### config.mk
export PLATFORM = sky130hd
export DESIGN_NAME = mips_if_fetch_ctrl
export DESIGN_NICKNAME = d
export VERILOG_FILES = /design/src/rtl/mips_if_fetch_ctrl.sv
export SDC_FILE = /design/constraint.sdc
export NUM_CORES = 1
export LEC_CHECK = 0
export ABC_AREA = 1
export CAP_MARGIN = 20
export CORE_AREA = 3 3 129 131
export DETAILED_ROUTE_END_ITERATION = 12
export DIE_AREA = 0 0 132 134
export DONT_BUFFER_PORTS = 1
export PLACE_DENSITY = 0.67
export SLEW_MARGIN = 20
export SYNTH_ARGS = -nofsm -noshare
export SYNTH_HDL_FRONTEND = slang
export SYNTH_SLANG_ARGS = --single-unit
### constraint.sdc
create_clock -name clk -period 6.8 [get_ports clk]
set_input_delay 1.36 -clock clk [delete_from_list [all_inputs] [get_ports clk]]
set_output_delay 1.36 -clock clk [all_outputs]
set_load 0.01 [all_outputs]
### src/rtl/mips_if_fetch_ctrl.sv
// IF-stage fetch sequencer: owns the PC, keeps a single imem request in flight,
// predicts the next PC from the mini-decoder flags and fills the IF->ID register.
//
// state | meaning
// REQ   | offer pc_q to imem (held off while a stale response is still due)
// WAIT  | request accepted, waiting for its instruction
// HOLD  | instruction parked in hold_inst_q until the IF->ID slot frees
// JRW   | jr/jalr parked until its rs operand has no in-flight write
module mips_if_fetch_ctrl #(
  parameter int unsigned       ADDR_W   = 32,
  parameter int unsigned       INST_W   = 32,
  parameter logic [ADDR_W-1:0] RESET_PC = '0
) (
  input  logic              clk,
  input  logic              rst_n,
  output logic              imem_req_valid,
  input  logic              imem_req_ready,
  output logic [ADDR_W-1:0] imem_req_addr,
  input  logic              imem_rsp_valid,
  input  logic [INST_W-1:0] imem_rsp_inst,
  output logic [INST_W-1:0] md_inst,
  output logic [ADDR_W-1:0] md_pc_incr,
  input  logic              md_j,
  input  logic              md_jr,
  input  logic              md_jal,
  input  logic              md_jalr,
  input  logic              md_bxx,
  input  logic [ADDR_W-1:0] md_j_imm,
  input  logic [ADDR_W-1:0] md_b_imm,
  input  logic              jr_rs_busy,
  input  logic [ADDR_W-1:0] jr_rs_data,
  input  logic              ex_flush,
  input  logic [ADDR_W-1:0] ex_flush_pc,
  output logic              if2id_valid,
  input  logic              if2id_ready,
  output logic [INST_W-1:0] if2id_inst,
  output logic [ADDR_W-1:0] if2id_pc_incr,
  output logic              if2id_prdt_taken
);

  typedef enum logic [1:0] {S_REQ, S_WAIT, S_HOLD, S_JRW} state_t;

  localparam logic [ADDR_W-1:0] PC_STEP = ADDR_W'(4);

  function automatic logic [ADDR_W-1:0] align_pc(input logic [ADDR_W-1:0] a);
    return {a[ADDR_W-1:2], 2'b00};
  endfunction

  state_t              state_q, state_d;
  logic [ADDR_W-1:0]   pc_q, pc_d;
  logic                drop_q, drop_d;
  logic [INST_W-1:0]   hold_inst_q, hold_inst_d;
  logic                if2id_valid_q, if2id_valid_d;
  logic [INST_W-1:0]   if2id_inst_q, if2id_inst_d;
  logic [ADDR_W-1:0]   if2id_pc_incr_q, if2id_pc_incr_d;
  logic                if2id_taken_q, if2id_taken_d;

  logic [ADDR_W-1:0]   pc_incr;
  logic [ADDR_W-1:0]   pred_pc;
  logic                pred_taken;
  logic                req_fire;
  logic                slot_free;
  logic                is_jmp;
  logic                is_jr;
  logic                jr_stall;
  logic                evaluate;

  // pc_q stays at the fetched instruction's PC until it has been evaluated
  assign pc_incr        = pc_q + PC_STEP;
  assign md_pc_incr     = pc_incr;
  assign md_inst        = (state_q == S_WAIT) ? imem_rsp_inst : hold_inst_q;

  // rst_n gating keeps the request low for the whole reset window
  assign imem_req_valid = rst_n & (state_q == S_REQ) & ~drop_q;
  assign imem_req_addr  = align_pc(pc_q);
  assign req_fire       = imem_req_valid & imem_req_ready;

  assign slot_free      = ~if2id_valid_q | if2id_ready;
  assign is_jmp         = md_j | md_jal;
  assign is_jr          = md_jr | md_jalr;
  assign jr_stall       = ~is_jmp & is_jr & jr_rs_busy;

  always_comb begin
    pred_pc    = pc_incr;
    pred_taken = 1'b0;
    if (is_jmp) begin
      pred_pc    = md_j_imm;
      pred_taken = 1'b1;
    end else if (is_jr) begin
      pred_pc    = jr_rs_data;
      pred_taken = 1'b1;
    end else if (md_bxx && (md_b_imm < pc_incr)) begin
      pred_pc    = md_b_imm;
      pred_taken = 1'b1;
    end
  end

  always_comb begin
    state_d         = state_q;
    pc_d            = pc_q;
    drop_d          = drop_q;
    hold_inst_d     = hold_inst_q;
    if2id_valid_d   = if2id_valid_q & ~if2id_ready;
    if2id_inst_d    = if2id_inst_q;
    if2id_pc_incr_d = if2id_pc_incr_q;
    if2id_taken_d   = if2id_taken_q;
    evaluate        = 1'b0;

    if (drop_q && imem_rsp_valid) begin
      drop_d = 1'b0;
    end

    case (state_q)
      S_REQ: begin
        if (req_fire) begin
          state_d = S_WAIT;
        end
      end
      S_WAIT: begin
        if (imem_rsp_valid && !drop_q) begin
          evaluate    = 1'b1;
          hold_inst_d = imem_rsp_inst;
        end
      end
      S_HOLD, S_JRW: begin
        evaluate = 1'b1;
      end
      default: begin
        state_d = S_REQ;
      end
    endcase

    if (evaluate) begin
      if (jr_stall) begin
        state_d = S_JRW;
      end else if (slot_free) begin
        state_d         = S_REQ;
        pc_d            = align_pc(pred_pc);
        if2id_valid_d   = 1'b1;
        if2id_inst_d    = md_inst;
        if2id_pc_incr_d = pc_incr;
        if2id_taken_d   = pred_taken;
      end else begin
        state_d = S_HOLD;
      end
    end

    // A flush leaves at most one response still owed by imem; drop_d marks it stale
    if (ex_flush) begin
      state_d       = S_REQ;
      pc_d          = align_pc(ex_flush_pc);
      if2id_valid_d = 1'b0;
      hold_inst_d   = '0;
      drop_d        = req_fire
                    | ((state_q == S_WAIT) & ~imem_rsp_valid)
                    | (drop_q & ~imem_rsp_valid);
    end
  end

  always_ff @(posedge clk or negedge rst_n) begin
    if (!rst_n) begin
      state_q         <= S_REQ;
      pc_q            <= align_pc(RESET_PC);
      drop_q          <= 1'b0;
      hold_inst_q     <= '0;
      if2id_valid_q   <= 1'b0;
      if2id_inst_q    <= '0;
      if2id_pc_incr_q <= '0;
      if2id_taken_q   <= 1'b0;
    end else begin
      state_q         <= state_d;
      pc_q            <= pc_d;
      drop_q          <= drop_d;
      hold_inst_q     <= hold_inst_d;
      if2id_valid_q   <= if2id_valid_d;
      if2id_inst_q    <= if2id_inst_d;
      if2id_pc_incr_q <= if2id_pc_incr_d;
      if2id_taken_q   <= if2id_taken_d;
    end
  end

  assign if2id_valid      = if2id_valid_q;
  assign if2id_inst       = if2id_inst_q;
  assign if2id_pc_incr    = if2id_pc_incr_q;
  assign if2id_prdt_taken = if2id_taken_q;

endmodule

==> run summary <==
The final net count was 1449. After clock tree synthesis, the repair step resized 0 gates. The clock tree synthesis step divided the H-tree into 4 levels. The number of pins with negative max-slew slack in the final report is 0. Data on the critical path arrives at its endpoint at 4.67 ns. The worst path in the final design needs a cycle of 4.37 ns, including I/O delays and setup.

Power comes to 2.54 mW. After detailed routing, the number of vias per cell comes to 5.44. The maximum number of pins on one net before global-route repair was 131. Timing analysis after detailed placement gives a worst setup slack of 2.10 ns. The wire length of the first global-routing pass is 42600 um, and the cts-stage hold buffer count is 0. Type of destination of the critical path: a flop. The die boundary height works out to 134 um. Summed over all failing endpoints, the final setup total negative slack is 0 ns.

The number of global-route vias before repair is 7624, and the iteration count of the initial detailed-routing pass is 8. The clock arrives with 0.0102 ns of skew. The analysis attributes to cell leakage a power of 4.59 nW.

The number of synthesized flops with an enable pin came out at 0. Setup slack on the critical path of the routed design comes to 2.43 ns. The number of standard-cell rows in the floorplan is 46, and the worst-margin pin slew is 0.977 ns.

The hold violation total from the final report came out at 0. The worst-skew pair later-pin latency was 0.42 ns. The number of placed instances, taps included, is 1444. TritonCTS built the clock tree. Dividing the detail-routed wire length by the instance count gives 18.5 um. The first routing iteration left 490 violations. Once layout is complete, the cells apart from fillers number 1474. The tools report the worst-case vdd ir drop as 0.224 mV. Synthesis instantiated 32 different standard cells from the library. The starting utilization of the core area is 53.5%. Max-cap violations in this run came to 0. In the synthesized netlist the dominant register cell turns out to be dfrtp_1.

The worst-case headroom to the max-slew limit was 34.7%. The number of buffer cells added on primary ports was 0; the total length of routed wires was 27300 um. For the maximum buffer depth of the clock tree, the log shows 2. The root buffer cell chosen for the clock tree is clkbuf_16. Post-route antenna net violation count: 0. The number of clock buffers added by TritonCTS is 17. The die covers 17700 um2.

Across every metal layer, demand over resource in global routing totals 30.4%. The mean cell area of the mapped netlist is 6.56 um2, and the initial antenna violation count is 0. The number of antenna diodes in the final layout is 0. Summing the sequential cell areas from Yosys gives 38.4% of the chip area. The run finished with clean final reports. The total overflow left after global routing is 0.

The share of the clock period used by the worst path after layout was 64.2%; the power per cell area was 282 nW/um2. The worst hold path belongs to the class reg -> reg. The critical setup path kind is reg -> reg. Setup repair after global routing left no endpoint under its margin.

Synthesis handed over a netlist of 1280 instances. The largest fanout on the critical path works out to 17. Static timing analysis puts the maximum clock frequency at 0.229 GHz. The congestion estimate from routability-driven global placement came to 0.914.

The area growth from synthesis to layout is 7.21%. Cells fill 57.3% of the core in the end. CTS saw 129 sinks. During I/O placement, the number of pins put on the boundary was 335. Clock-pin slew was measured on the worst setup and hold paths at 0.06 ns. Of the cells placed in the final design, the portion with a size suffix greater than 1 is 5.25%. The cell area after technology mapping is 8400 um2, and the number of design rule violations left after detail routing is 0. The proportion of register bits with asynchronous set or reset after synthesis is 100%. For the count of vias placed by the detailed router, the log shows 8020. STA classifies the critical path startpoint as a flop. The post-CTS repair timing setup buffer count came out at 0. The floorplan step defined a core boundary enclosing 15700 um2. The run gives 0 as the count of synthesis-stage warnings from yosys.

The logs give 0 for the number of failing setup endpoints in the final timing report and 19100 um for the sum of net half-perimeters after detailed placement. The run gives 7.10 ns as the data required time of the worst path. The flip-flop and latch count after synthesis is 129, and the die span in x is 132 um.
-- metrics by stage --
stage | hold slack (ns) | area (um2)
after global routing | 0.560 | 9010
after CTS | 0.540 | 9010
after detailed placement | 0.525 | 8480
final | 0.533 | 9010
after floorplan | 0.502 | 8420
after global placement | 0.514 | 8470
-- flip-flops by register name (all words and copies together) (netlist names) --
signal and count:
drop_q 1, if2id_pc_incr 30, hold_inst_q 32, if2id_inst 32, if2id_prdt_taken 1, state_q 2, pc_q 30, if2id_valid 1
-- placed cells by master (no fill, tap or decap), types with 3 or more instances in the layout --
cell type and count:
o21ai_0 84, nor2_1 110, dfrtp_1 129, inv_2 7
nor2_4 4, inv_1 148, clkbuf_16 17, nand3_1 116
o21ai_1 36, nand4_1 3, nand2_2 3, nor2_2 4
buf_4 8, clkinv_1 18, ha_1 30, xor2_1 15
a21oi_1 40, nor3_1 5, nand3_2 4, clkinv_2 4
nand2_1 448, clkinv_4 4, conb_1 6
-- synth_stat cells, types with 3 or more instances --
master | count | area [um2]
xor2_1 | 15 | 131
buf_1 | 5 | 18.8
o21ai_1 | 36 | 180
nor2_1 | 111 | 417
clkinv_1 | 18 | 67.6
nand2_1 | 448 | 1680
nor3_1 | 5 | 25.0
nand2_2 | 3 | 18.8
nand3_1 | 116 | 581
ha_1 | 30 | 375
buf_2 | 7 | 35.0
nand3_2 | 4 | 40.0
dfrtp_1 | 129 | 3230
o21ai_0 | 84 | 420
clkbuf_1 | 45 | 169
nor2_2 | 5 | 31.3
nand4_1 | 3 | 18.8
inv_2 | 6 | 22.5
a21oi_1 | 40 | 200
inv_1 | 149 | 559
buf_4 | 7 | 52.6
-- path summary, 6_finish.rpt --
kind                                 start                 to  slack [ns]  cells past startpoint
max reg2reg                        pc_q[2]           pc_q[26]        2.43                     19
min reg2reg                hold_inst_q[21]    hold_inst_q[21]        0.53                      2
min in group asynchronous            rst_n  if2id_pc_incr[12]        0.63                      0
max                                pc_q[2]           pc_q[26]        2.43                     19
max in group asynchronous            rst_n            pc_q[9]        5.84                      0
min                        hold_inst_q[21]    hold_inst_q[21]        0.53                      2
-- cell type report --
cell class              instances  area (um2)
clock buffers                  18         439
clock inverters                12        87.6
fillers                      1553        6700
inverters                     174         656
multi-input cells             916        4250
flip-flops and latches        129        3230
well taps                     216         270
repair buffers                  9        75.1
-- power by group --
part | switching (mW) | internal (mW) | leakage (nW) | total (mW)
registers | 0.229 | 0.942 | 1.69 | 1.17
logic | 0.355 | 0.171 | 2.64 | 0.527
clock network | 0.368 | 0.473 | 0.258 | 0.840
-- logic make-up after synthesis --
| group | share of synthesized area [%] |
|---|---|
| AOI/OAI and AO/OA | 9.80 |
| xor gates and xnor gates | 1.56 |
| adders and majority gates | 4.47 |
| buffers and inverters | 11.3 |
| DFF | 38.4 |
| other | 0.0446 |
| and+or+nand+nor | 34.4 |
-- metal layers --
layer	routed length (um)	vias to the layer above	part of all wire (%)	GRT usage, %
met5	0	-	0	0
met4	567	0	2.1	9.39
met2	13400	359	49	50.5
met3	2820	40	10	9.79
li1	-	3908	-	-
met1	10500	3713	39	37.9
-- worst max-delay path, cell delays in order (launching register included) --
cell and delay, ns:
dfrtp_1 0.54, ha_1 0.35, nand3_2 0.21, nor2_1 0.39, nand3_1 0.13, nand2_1 0.20, inv_1 0.11, ha_1 0.29
nand2_1 0.06, nor2_1 0.23, nand2_1 0.12, nor3_1 0.25, nand2_1 0.12, nand2_1 0.52, buf_4 0.37, nand2_1 0.08
nand3_1 0.08, nand2_1 0.07, nand2_1 0.07, nand2_1 0.05
(Power assumes the default switching activity.)
